--- src/rtl/bus3_rr_arbiter_pkg.sv ---
`default_nettype none
// ============================================================================
//  Module  : bus3_rr_arbiter_pkg
//  Purpose : Shared encodings and helper functions for the 3-way round-robin
//            bus arbiter (mux select codes, FSM states, hold counter width,
//            rotating-priority pick).
//  Ports   : none (package)
//  Rev     : 1.0  initial release
// ============================================================================
package bus3_rr_arbiter_pkg;

    // Select codes understood by bit32_3to1mux
    localparam logic [1:0] SEL_IN1 = 2'b00;
    localparam logic [1:0] SEL_IN2 = 2'b01;
    localparam logic [1:0] SEL_IN3 = 2'b10;

    // Hold counter width; large enough for MAX_HOLD up to 15
    localparam int HOLD_W = 4;

    typedef enum logic [0:0] {
        ST_IDLE  = 1'b0,
        ST_GRANT = 1'b1
    } arb_state_e;

    // Map a one-hot (or zero) grant to the mux select code.
    function automatic logic [1:0] gnt_to_sel(input logic [2:0] gnt);
        logic [1:0] sel;
        if (gnt[2])      sel = SEL_IN3;
        else if (gnt[1]) sel = SEL_IN2;
        else             sel = SEL_IN1;
        return sel;
    endfunction

    // Pick the first requester scanning ptr, ptr+1, ptr+2 (mod 3).
    // The loop runs from the farthest offset down so the nearest one wins.
    // A pointer value of 3 cannot occur but is treated as 0.
    function automatic logic [2:0] rr_pick(input logic [2:0] req, input logic [1:0] ptr);
        logic [1:0] base;
        logic [2:0] sum;
        logic [1:0] idx;
        logic [2:0] pick;
        base = (ptr == 2'd3) ? 2'd0 : ptr;
        pick = 3'b000;
        for (int k = 2; k >= 0; k--) begin
            sum = {1'b0, base} + 3'(k);
            idx = (sum >= 3'd3) ? 2'(sum - 3'd3) : sum[1:0];
            if (req[idx]) pick = 3'b001 << idx;
        end
        return pick;
    endfunction

    // Pointer value after the current owner releases: the requester after it.
    function automatic logic [1:0] ptr_after(input logic [2:0] gnt);
        logic [1:0] ptr;
        if (gnt[0])      ptr = 2'd1;
        else if (gnt[1]) ptr = 2'd2;
        else             ptr = 2'd0;
        return ptr;
    endfunction

endpackage
`default_nettype wire

--- src/rtl/bit32_3to1mux.sv ---
`default_nettype none
// ============================================================================
//  Module  : bit32_3to1mux
//  Purpose : 32-bit 3-to-1 multiplexer. sel 00=in1, 01=in2, 10=in3; the
//            unused code 11 drives zero.
//  Ports   : out_o [31:0]  selected data
//            sel_i [1:0]   select code
//            in1_i/in2_i/in3_i [31:0]  data inputs
//  Rev     : 1.0  initial release
// ============================================================================
module bit32_3to1mux
    import bus3_rr_arbiter_pkg::*;
(
    output logic [31:0] out_o,
    input  logic [1:0]  sel_i,
    input  logic [31:0] in1_i,
    input  logic [31:0] in2_i,
    input  logic [31:0] in3_i
);

    always_comb begin
        out_o = '0;
        case (sel_i)
            SEL_IN1: out_o = in1_i;
            SEL_IN2: out_o = in2_i;
            SEL_IN3: out_o = in3_i;
            default: out_o = '0;
        endcase
    end

endmodule
`default_nettype wire

--- src/rtl/bus3_rr_arbiter.sv ---
`default_nettype none
// ============================================================================
//  Module  : bus3_rr_arbiter
//  Purpose : Round-robin arbiter sharing one WIDTH-bit bus between three
//            requesters. Grants are sticky up to MAX_HOLD accepted beats, then
//            rotate if someone else is waiting. One idle cycle (dout=0) always
//            separates two grants.
//  Ports   : clk              rising-edge clock
//            reset            synchronous active-high reset
//            req[2:0]         per-requester pending beat (level)
//            din0..din2       requester data, stable while its req is high
//            dout_ready       sink accepts dout this cycle
//            gnt[2:0]         registered one-hot grant, 000 when idle
//            sel[1:0]         registered mux select derived from gnt
//            dout             muxed data, zero when no grant
//            dout_valid       owner still requesting
//            beat_ack[2:0]    per-requester beat accepted this cycle
//  Rev     : 1.0  initial release
// ============================================================================
module bus3_rr_arbiter
    import bus3_rr_arbiter_pkg::*;
#(
    parameter int WIDTH    = 32,  // must stay 32 while bit32_3to1mux is the datapath
    parameter int MAX_HOLD = 4    // 1..15
) (
    input  logic             clk,
    input  logic             reset,
    input  logic [2:0]       req,
    input  logic [WIDTH-1:0] din0,
    input  logic [WIDTH-1:0] din1,
    input  logic [WIDTH-1:0] din2,
    input  logic             dout_ready,
    output logic [2:0]       gnt,
    output logic [1:0]       sel,
    output logic [WIDTH-1:0] dout,
    output logic             dout_valid,
    output logic [2:0]       beat_ack
);

    arb_state_e        state_q;
    logic [2:0]        gnt_q;
    logic [1:0]        sel_q;
    logic [HOLD_W-1:0] hold_cnt_q;
    logic [1:0]        rr_ptr_q;

    logic [2:0]        gnt_d;
    logic [HOLD_W-1:0] hold_cnt_d;
    logic [1:0]        rr_ptr_d;
    logic              owner_req;
    logic              accept;
    logic              last_beat;
    logic              others_waiting;
    logic              release_now;
    logic [31:0]       dout_raw;

    assign owner_req      = |(gnt_q & req);
    assign accept         = owner_req & dout_ready;
    assign last_beat      = (hold_cnt_q == HOLD_W'(MAX_HOLD - 1));
    assign others_waiting = |(req & ~gnt_q);

    // An owner dropping req always wins over the hold limit; the hold-limit
    // release needs an accepted beat and so can only fire while req[g] is high.
    assign release_now = (state_q == ST_GRANT) &
                         (~owner_req | (accept & last_beat & others_waiting));

    assign gnt_d      = rr_pick(req, rr_ptr_q);
    assign rr_ptr_d   = ptr_after(gnt_q);
    // Wraps to zero at the limit; that covers the keep-grant case when nobody
    // else is waiting.
    assign hold_cnt_d = last_beat ? '0 : hold_cnt_q + 1'b1;

    always_ff @(posedge clk) begin
        if (reset) begin
            state_q    <= ST_IDLE;
            gnt_q      <= 3'b000;
            sel_q      <= SEL_IN1;
            hold_cnt_q <= '0;
            rr_ptr_q   <= 2'd0;
        end else begin
            case (state_q)
                ST_IDLE: begin
                    if (req != 3'b000) begin
                        gnt_q   <= gnt_d;
                        sel_q   <= gnt_to_sel(gnt_d);
                        state_q <= ST_GRANT;
                    end
                end
                ST_GRANT: begin
                    if (release_now) begin
                        gnt_q      <= 3'b000;
                        sel_q      <= SEL_IN1;
                        hold_cnt_q <= '0;
                        rr_ptr_q   <= rr_ptr_d;
                        state_q    <= ST_IDLE;
                    end else if (accept) begin
                        hold_cnt_q <= hold_cnt_d;
                    end
                end
                default: begin
                    state_q <= ST_IDLE;
                    gnt_q   <= 3'b000;
                    sel_q   <= SEL_IN1;
                end
            endcase
        end
    end

    bit32_3to1mux u_dmux (
        .out_o (dout_raw),
        .sel_i (sel_q),
        .in1_i (din0),
        .in2_i (din1),
        .in3_i (din2)
    );

    assign gnt        = gnt_q;
    assign sel        = sel_q;
    assign dout       = (gnt_q != 3'b000) ? dout_raw : '0;
    assign dout_valid = owner_req;
    assign beat_ack   = gnt_q & req & {3{dout_ready}};

endmodule
`default_nettype wire
--- config.mk ---
export PLATFORM = sky130hd
export DESIGN_NAME = bus3_rr_arbiter
export DESIGN_NICKNAME = d
export VERILOG_FILES = /design/src/rtl/bus3_rr_arbiter_pkg.sv /design/src/rtl/bit32_3to1mux.sv /design/src/rtl/bus3_rr_arbiter.sv
export SDC_FILE = /design/constraint.sdc
export NUM_CORES = 1
export LEC_CHECK = 0
export ABC_AREA = 1
export CAP_MARGIN = 5
export CORE_UTILIZATION = 32
export CTS_BUF_LIST = sky130_fd_sc_hd__clkbuf_8 sky130_fd_sc_hd__clkbuf_16
export DETAILED_ROUTE_END_ITERATION = 10
export PLACE_DENSITY = 0.93
export SYNTH_ARGS = -nofsm -noshare
export SYNTH_HDL_FRONTEND = slang
export SYNTH_SLANG_ARGS = --single-unit
--- constraint.sdc ---
create_clock -name clk -period 1.9 [get_ports clk]
set_clock_uncertainty 0.1 [all_clocks]
set_input_delay 0.38 -clock clk [delete_from_list [all_inputs] [get_ports clk]]
set_output_delay 0.38 -clock clk [all_outputs]
set_load 0.005 [all_outputs]
# After elaboration in Yosys (flattened, before gate mapping)
# Index checks and enable logic that the tools add are counted.
# word_totals
register_bits,12
out_inout_bits,41
# op_classes
mux,31
n_bitwise,11
magnitude_cmp,6
eq_ne,6
shifts,3
reduce_logical,9
add_sub_neg,6
# ops
operator,count
$pmux 32 s3,1
$mux 32,1
$mux 2,9
$mux 3,5
$mux 4,3
$and 3x3->3,3
$lt 2x3->1 const B,3
$shl 1x2->3 const A,3
$bmux 1 s2,3
$ge 3x2->1 const B,2
$mux 1,6
$pmux 3 s2,1
$reduce_and 2->1,3
$reduce_bool 3->1,2
$reduce_or 3->1,2
$sub 2x2->2 const B,3
$add 4x1->4 const B,1
$and 1x1->1,4
$eq 2x2->1 const B,2
$eq 4x2->1 const B,1
$pmux 2 s2,1
$add 2x1->3 const B,1
$add 2x2->3 const B,1
$not 3->3,1
other kinds (9),10

# Depth between registers and ports, before layout
# Gate-level depths: netlist of run 1.
# logic_depth
word_depth,14
mapped_depth,11

# Cells and area by module
# Synthesis of run 1 repeated with hierarchy kept, for this count alone.
# unflattened
hier_cells,343
hier_area_um2,1851.8
# by_module_without_submodules
module,seq_area_each_um2,area_per_inst_um2,n_inst,cells_each
bus3_rr_arbiter,220.2,1069.8,1,195
bit32_3to1mux,0.0,782.0,1,148

# Least setup slack after synthesis of run 1
# OpenSTA, ideal clock, no wires.
# synth_timing
kind,reg-to-output
start,"register sel_q[0], in the netlist sel[0]"
end,output dout[10]
stages_incl_launch_ff,8
n_path_buf,1
arrival_ps,1133
setup_slack_ps,287
path_cell_list,dfxtp_1 inv_1 nor2_1 clkbuf_1 nand2_1 nand3_1 nand2_1 inv_1
# synth_between
elab_chain_cells,3
# synth_lines
element,line,rtl
start: declaration,bus3_rr_arbiter.sv:42,logic [1:0] sel_q;
start signal: assignment,bus3_rr_arbiter.sv:84,sel_q <= gnt_to_sel(gnt_d);
"$eq 2x2->1, or another cell as far along",bit32_3to1mux.sv:23,case (sel_i)
$pmux 32 s3 (*),bit32_3to1mux.sv:23,
$mux 32 (*),bus3_rr_arbiter.sv:118,assign dout = (gnt_q != 3'b000) ? dout_raw : '0;
end: declaration,bus3_rr_arbiter.sv:35,"output logic [WIDTH-1:0] dout,"
# Every way passes the cells marked *; elsewhere a longest branch is shown, timed or not.

# Final worst setup path of run 1
# layout_timing
start,"register gnt_q[2], in the netlist gnt[2]"
end,output dout[13]
# layout_between
elab_chain_cells,2
# layout_lines
element,line,rtl
start: declaration,bus3_rr_arbiter.sv:41,logic [2:0] gnt_q;
start signal: assignment,bus3_rr_arbiter.sv:83,gnt_q <= gnt_d;
$reduce_bool 3->1,bus3_rr_arbiter.sv:118,
$mux 32,bus3_rr_arbiter.sv:118,
# No other way between the ends.

==> results.json, run 1 <==
{
  "hold_violations": 0,
  "r2r_end": "hold_cnt_q[3]",
  "synth_seq_cells": 11,
  "ys_warn_count": 0,
  "die_area_sq_um": 5330,
  "critPathKind": "register to primary output",
  "fillCellCount": 284,
  "p_per_area_nw_per_um2": 603,
  "clk_pin_slew_worst_paths_ns": 0.05,
  "cp_top_family": "buffers and inverters",
  "cp_common_cell": "buf_6",
  "vias_per_cell": 5.46,
  "placement.io_buffers": 142,
  "die_w_um": 73.0,
  "r2r-start": "gnt[2]",
  "setup_viol": 32,
  "grt_pass1_wl_mm": 12.3,
  "synth_top_area_share": 0.356,
  "p_switching_mw": 0.993,
  "drt_first_pass_iters": 8,
  "place_ws_ns": -0.207,
  "globalRouteOverflowTotal": 0,
  "io_pins": 143,
  "p_leak_nw": 2.07,
  "nets": 617,
  "crit_chain": "buf_6, buf_6, nor2_4, buf_6, buf_6, nand2_4, nand3_2, nand2_1, inv_1, buf_2",
  "path_buf_inv": 6,
  "drv_cap": 0,
  "core_area_sq_um": 4790,
  "synthCells": 329,
  "dp_hpwl_mm": 5.57,
  "cts-root-buf": "clkbuf_8",
  "synth_cell_types": 23,
  "routedWlPerCell_um": 17.4,
  "p_clk_frac": 0.103,
  "path_depth": 10,
  "grt_max_degree": 33,
  "cts_inserted_buffers": 3,
  "cts.sinks": 11,
  "synthTopCellsByCount": "nand2_1 (153), nand3_1 (53), inv_1 (50)",
  "setup_slack_ns": -0.218,
  "crit_slowest_cell": "dfxtp_2",
  "ys_async_sr_fraction": 0,
  "end_kind": "primary output",
  "grtUsageTotal": 0.295,
  "avgSynthCellArea_sq_um": 4.91,
  "seqPwrFrac": 0.120,
  "violations": "setup timing",
  "fin_total_pwr_mw": 2.32,
  "synth_most_common_cell": "nand2_1",
  "synth_edf_count": 0,
  "grt_pass1_vias": 2684,
  "fmax_ghz": 0.472,
  "status": "finished with violations",
  "netlist.top_cell.by_area": "nand2_1",
  "clk_latency_ns": 0.24,
  "tns_ns": -3.24,
  "swShare": 0.427,
  "drt_iter0_drc": 329,
  "worst_slew_pin_slew_ns": 0.264,
  "rows": 25,
  "synth_area_sq_um": 1610,
  "maxSlewHeadroom": 0.824,
  "hp-class": "register to register",
  "num_vias": 3145,
  "placed_cell_area_sq_um": 3310,
  "crit_end": "dout[13]",
  "pwr-share-comb": 0.777,
  "n_antenna_cell": 0,
  "fp.dieH_um": 73.0,
  "ir_worst_vdd_uv": 483,
  "synth_area_leaders": "nand2_1 (36%), nand3_1 (16%), dfxtp_1 (14%)",
  "clock_path_buffers": 2,
  "ctsHtreeMaxLevel": 1,
  "cp_max_fo": 5,
  "r2r_slack_ns": 0.10,
  "reg2regPathDepth": 11,
  "antenna_found_initial": 0,
  "cp-start-kind": "register",
  "cp-startpoint": "gnt[2]",
  "worstPathRequired_ns": 1.42,
  "yosysSeqAreaShare": 0.136,
  "register_area_sq_um": 225,
  "rsz0062_at_grt": "true",
  "gp_congestion": 0.985,
  "fin_crit_ns": 2.12,
  "drc": 0,
  "intPower_mw": 1.33,
  "drtAntennaViolNets": 0,
  "initial_core_util": 0.337,
  "layout-drive-gt1-share": 0.318,
  "routed_wl_mm": 10.0,
  "fin_area_sq_um": 3860,
  "slew_violations": 0,
  "synth_fp_nets": 436,
  "syn2layout_area_growth_pct": 139,
  "multi_input_area_sq_um": 1440,
  "cpPeakStageDelay_ns": 0.32,
  "synth_flop_cell": "dfxtp_1",
  "cts_tree": "yes",
  "timing.final.crit_share": 1.11,
  "critPathArrivalTime_ns": 1.64
}
## routing by layer
layer,share of wire,wire length [um],global-route usage
met1,0.34,3370,0.320
met2,0.50,4970,0.556
met4,0.061,614,0.129
met5,0,0,0
met3,0.11,1080,0.0511
## logic make-up (layout without fill, tap and decap cells)
group / Yosys count / in the layout / synth area share
flops: 11 / 11 / 0.136
compound gates: 23 / 23 / 0.0767
fa+ha+maj: 5 / 5 / 0.0388
simple gates: 223 / 223 / 0.577
buf+inv: 66 / 246 / 0.166
xor+xnor: 1 / 1 / 0.00543
## repair_timing
action | in CTS | in global routing
resized for setup | 150 | 86
buffers inserted | 15 | 2
pin swaps | 8 | 18
setup endpoints to repair | 36 | 43
gates cloned | 4 | 5
hold buffers | 0 | 0
## worst min-delay path, stage by stage, from the launching register on
cell and delay, ns:
dfxtp_1 0.34, inv_1 0.08, a21oi_1 0.06
## power groups by stage
stage / clock, mW / sequential (mW) / combinational, mW
2_1_floorplan: 0 / 0.280 / 0.569
3_3_place_gp: 0 / 0.275 / 1.35
6_report: 0.239 / 0.279 / 1.81
5_1_grt: 0.248 / 0.282 / 1.93
4_1_cts: 0.235 / 0.277 / 1.57
3_5_place_dp: 0 / 0.277 / 1.37
## how the worst min path moves through the flow
stage | start | endpoint | slack (ns) | cells after the start
finish | hold_cnt_q[0] | hold_cnt_q[0] | 0.43 | 2
global placement | hold_cnt_q[0] | hold_cnt_q[0] | 0.39 | 2
detailed placement | hold_cnt_q[1] | hold_cnt_q[1] | 0.40 | 2
floorplan | hold_cnt_q[0] | hold_cnt_q[0] | 0.37 | 2
global route | hold_cnt_q[1] | hold_cnt_q[1] | 0.46 | 2
CTS | hold_cnt_q[0] | hold_cnt_q[0] | 0.42 | 2
## area by class of cell
| type | instances | share of cell area |
|---|---|---|
| clock inverters | 1 | 0.000973 |
| flip-flops and latches | 11 | 0.0584 |
| well taps | 67 | 0.0217 |
| clock buffers | 3 | 0.0107 |
| inverters | 50 | 0.0487 |
| repair buffers | 192 | 0.486 |
| multi-input cells | 252 | 0.373 |
## cell usage in the layout, fill, tap and decap left out, drive strengths merged
cell	count
nor3b	1
ha	5
dlymetal6s2s	3
dfxtp	11
a31oi	2
xor2	1
a21oi	13
nand2	153
nand3	54
a21boi	1
nor2	8
o21ai	7
nand4	3
clkdlybuf4s50	103
inv	51
clkdlybuf4s15	2
dlygate4sd2	4
buf	72
clkbuf	11
nor3	2
nand3b	2
## flip-flops by register name (all words and copies together), names as in the netlist
name,flops
sel,1
state_q,1
gnt,3
rr_ptr_q,2
hold_cnt_q,4
## stage by stage
step | hold WS (ns) | instances | utilization
after floorplan | 0.373 | 329 | -
after global placement | 0.394 | 550 | 0.691
after global routing | 0.458 | 576 | 0.806
after detailed placement | 0.402 | 550 | 0.691
after CTS | 0.417 | 572 | 0.760
final | 0.426 | 576 | 0.806
No activity file was read; power rests on OpenSTA's default activity.
==> run 2, diff against run 1 <==
Settings changed: GPL_ROUTABILITY_DRIVEN from default to 1.
==> results of run 2 <==
No change in the layout: final DEF, timing and power equal those of run 1.
==> run 3, diff against run 2 <==
Settings changed: RECOVER_POWER from default to 50.
==> run 3 against run 2 <==
Against the previous run:
- the flow still finishes with violations (setup timing)
- highest routed layer unchanged
- clock-buffer cell count unchanged
- via count down 0.45%
- cell count unchanged
- critical path type unchanged
- die area stayed put
- combinational power is essentially flat
- routed wire length up 0.25%
- worst setup slack worse by 0.0076 ns
- first-iteration DRC count shrank 2.1%
- sequential power is essentially flat
- register-to-register slack lost 0.03 ns
- flip-flop and latch count unchanged
- critical endpoint unchanged
==> results.json, run 3 (synthesis results as in run 1) <==
{
  "status": "finished with violations",
  "violations": "setup timing",
  "globalRouteOverflowTotal": 0,
  "cp_max_fo": 5,
  "crit_slowest_cell": "dfxtp_2",
  "cp-start-kind": "register",
  "crit_chain": "buf_6, buf_6, nor2_4, buf_6, buf_6, nand2_4, nand3_2, nand2_1, inv_1, buf_2",
  "core_area_sq_um": 4790,
  "hold_violations": 0,
  "critPathKind": "register to primary output",
  "cpPeakStageDelay_ns": 0.32,
  "setup_slack_ns": -0.226,
  "end_kind": "primary output",
  "rsz0062_at_grt": "true",
  "gp_congestion": 0.985,
  "utilization": 0.804,
  "rows": 25,
  "cts_tree": "yes",
  "layout_commonest_cell": "nand2_1",
  "drc": 0,
  "tns_ns": -3.40,
  "p_leak_nw": 2.06,
  "cts.sinks": 11,
  "vias_per_cell": 5.44,
  "grt_pass1_vias": 2684,
  "pwr-share-comb": 0.778,
  "clk_pin_slew_worst_paths_ns": 0.05,
  "drv_cap": 0,
  "timing.final.crit_share": 1.12,
  "fin_total_pwr_mw": 2.32,
  "die_w_um": 73.0,
  "routed_wl_mm": 10.1,
  "drtAntennaViolNets": 0,
  "place_inst": 550,
  "worst_slew_pin_slew_ns": 0.268,
  "grt_pass1_wl_mm": 12.3,
  "antenna_found_initial": 0,
  "cts_inserted_buffers": 3,
  "fp.dieH_um": 73.0,
  "fmax_ghz": 0.470,
  "num_vias": 3131,
  "fin_crit_ns": 2.13,
  "dp_hpwl_mm": 5.57,
  "ctsHtreeMaxLevel": 1,
  "layout_common_cells": "nand2_1 (110), clkdlybuf4s50_1 (103), inv_1 (47)",
  "layout-drive-gt1-share": 0.314,
  "drt_first_pass_iters": 5,
  "maxSlewHeadroom": 0.821,
  "drt_iter0_drc": 322,
  "timing.hold.ws_ns": 0.423,
  "cts-root-buf": "clkbuf_8",
  "routedWlPerCell_um": 17.5,
  "finalNonFillerCells": 576,
  "initial_core_util": 0.337,
  "io_pins": 143,
  "setup_viol": 33,
  "die_area_sq_um": 5330,
  "grtUsageTotal": 0.295,
  "clock_path_buffers": 2,
  "seqPwrFrac": 0.120,
  "p_clk_frac": 0.102,
  "worstPathRequired_ns": 1.42,
  "largest-register": "hold_cnt_q",
  "nets": 617,
  "grt_max_degree": 33,
  "critPathArrivalTime_ns": 1.65,
  "largest_reg_flops": 4,
  "ir_worst_vdd_uv": 481,
  "swShare": 0.427,
  "clk_latency_ns": 0.24,
  "intPower_mw": 1.33,
  "syn2layout_area_growth_pct": 139,
  "slew_violations": 0,
  "hp-class": "register to register",
  "placement.io_buffers": 142,
  "p_per_area_nw_per_um2": 603,
  "n_antenna_cell": 0,
  "cp_common_cell": "buf_6",
  "p_switching_mw": 0.991
}
run 3: final cells by class:
type	count	area, sq um
Multi-Input combinational cell	252	1440
Fill cell	288	936
Inverter	50	188
Sequential cell	11	225
Clock buffer	3	41.3
Clock inverter	1	3.75
Timing Repair Buffer	192	1870
Tap cell	67	83.8
run 3: worst max-delay path: cells and delay by family (launching register included):
kind	cells	cell delay [ns]
buffers and inverters	6	0.71
and+or+nand+nor	4	0.38
DFF	1	0.32
run 3: power by group through the flow:
stage          sequential (mW)  clock [mW]  combinational, mW
2_1_floorplan            0.280           0              0.569
3_3_place_gp             0.275           0               1.35
3_5_place_dp             0.277           0               1.37
4_1_cts                  0.277       0.235               1.57
5_1_grt                  0.282       0.248               1.93
6_report                 0.279       0.237               1.80
run 3: per-stage QoR:
step                worst slack [ns]  cell area, sq um
floorplan                      0.287              1610
detailed placement            -0.207              3310
CTS                           -0.159              3640
global route                  -0.292              3850
global placement              -0.192              3310
finish                        -0.226              3850
run 3: final timing paths:
| kind | from | to | slack (ns) | cells after the start |
|---|---|---|---|---|
| worst max-delay path | gnt[2] | dout[13] | -0.23 | 10 |
| worst max register to register | gnt[2] | hold_cnt_q[3] | 0.07 | 11 |
| worst min register to register | hold_cnt_q[0] | hold_cnt_q[0] | 0.42 | 2 |
| worst min-delay path | hold_cnt_q[0] | hold_cnt_q[0] | 0.42 | 2 |
run 3: timing repair:
| item | in CTS | in global routing |
|---|---|---|
| buffers inserted | 15 | 2 |
| gates cloned | 4 | 5 |
| endpoints found under the setup margin | 36 | 43 |
| pin swaps | 8 | 18 |
| hold buffers | 0 | 0 |
| resized for setup | 150 | 86 |
run 3: per-layer routing:
metal,routed length [um],up-vias,track usage
li1,-,1387,-
met1,3330,1409,0.320
met2,5000,260,0.556
met3,1140,75,0.0511
met4,591,0,0.129
met5,0,-,0
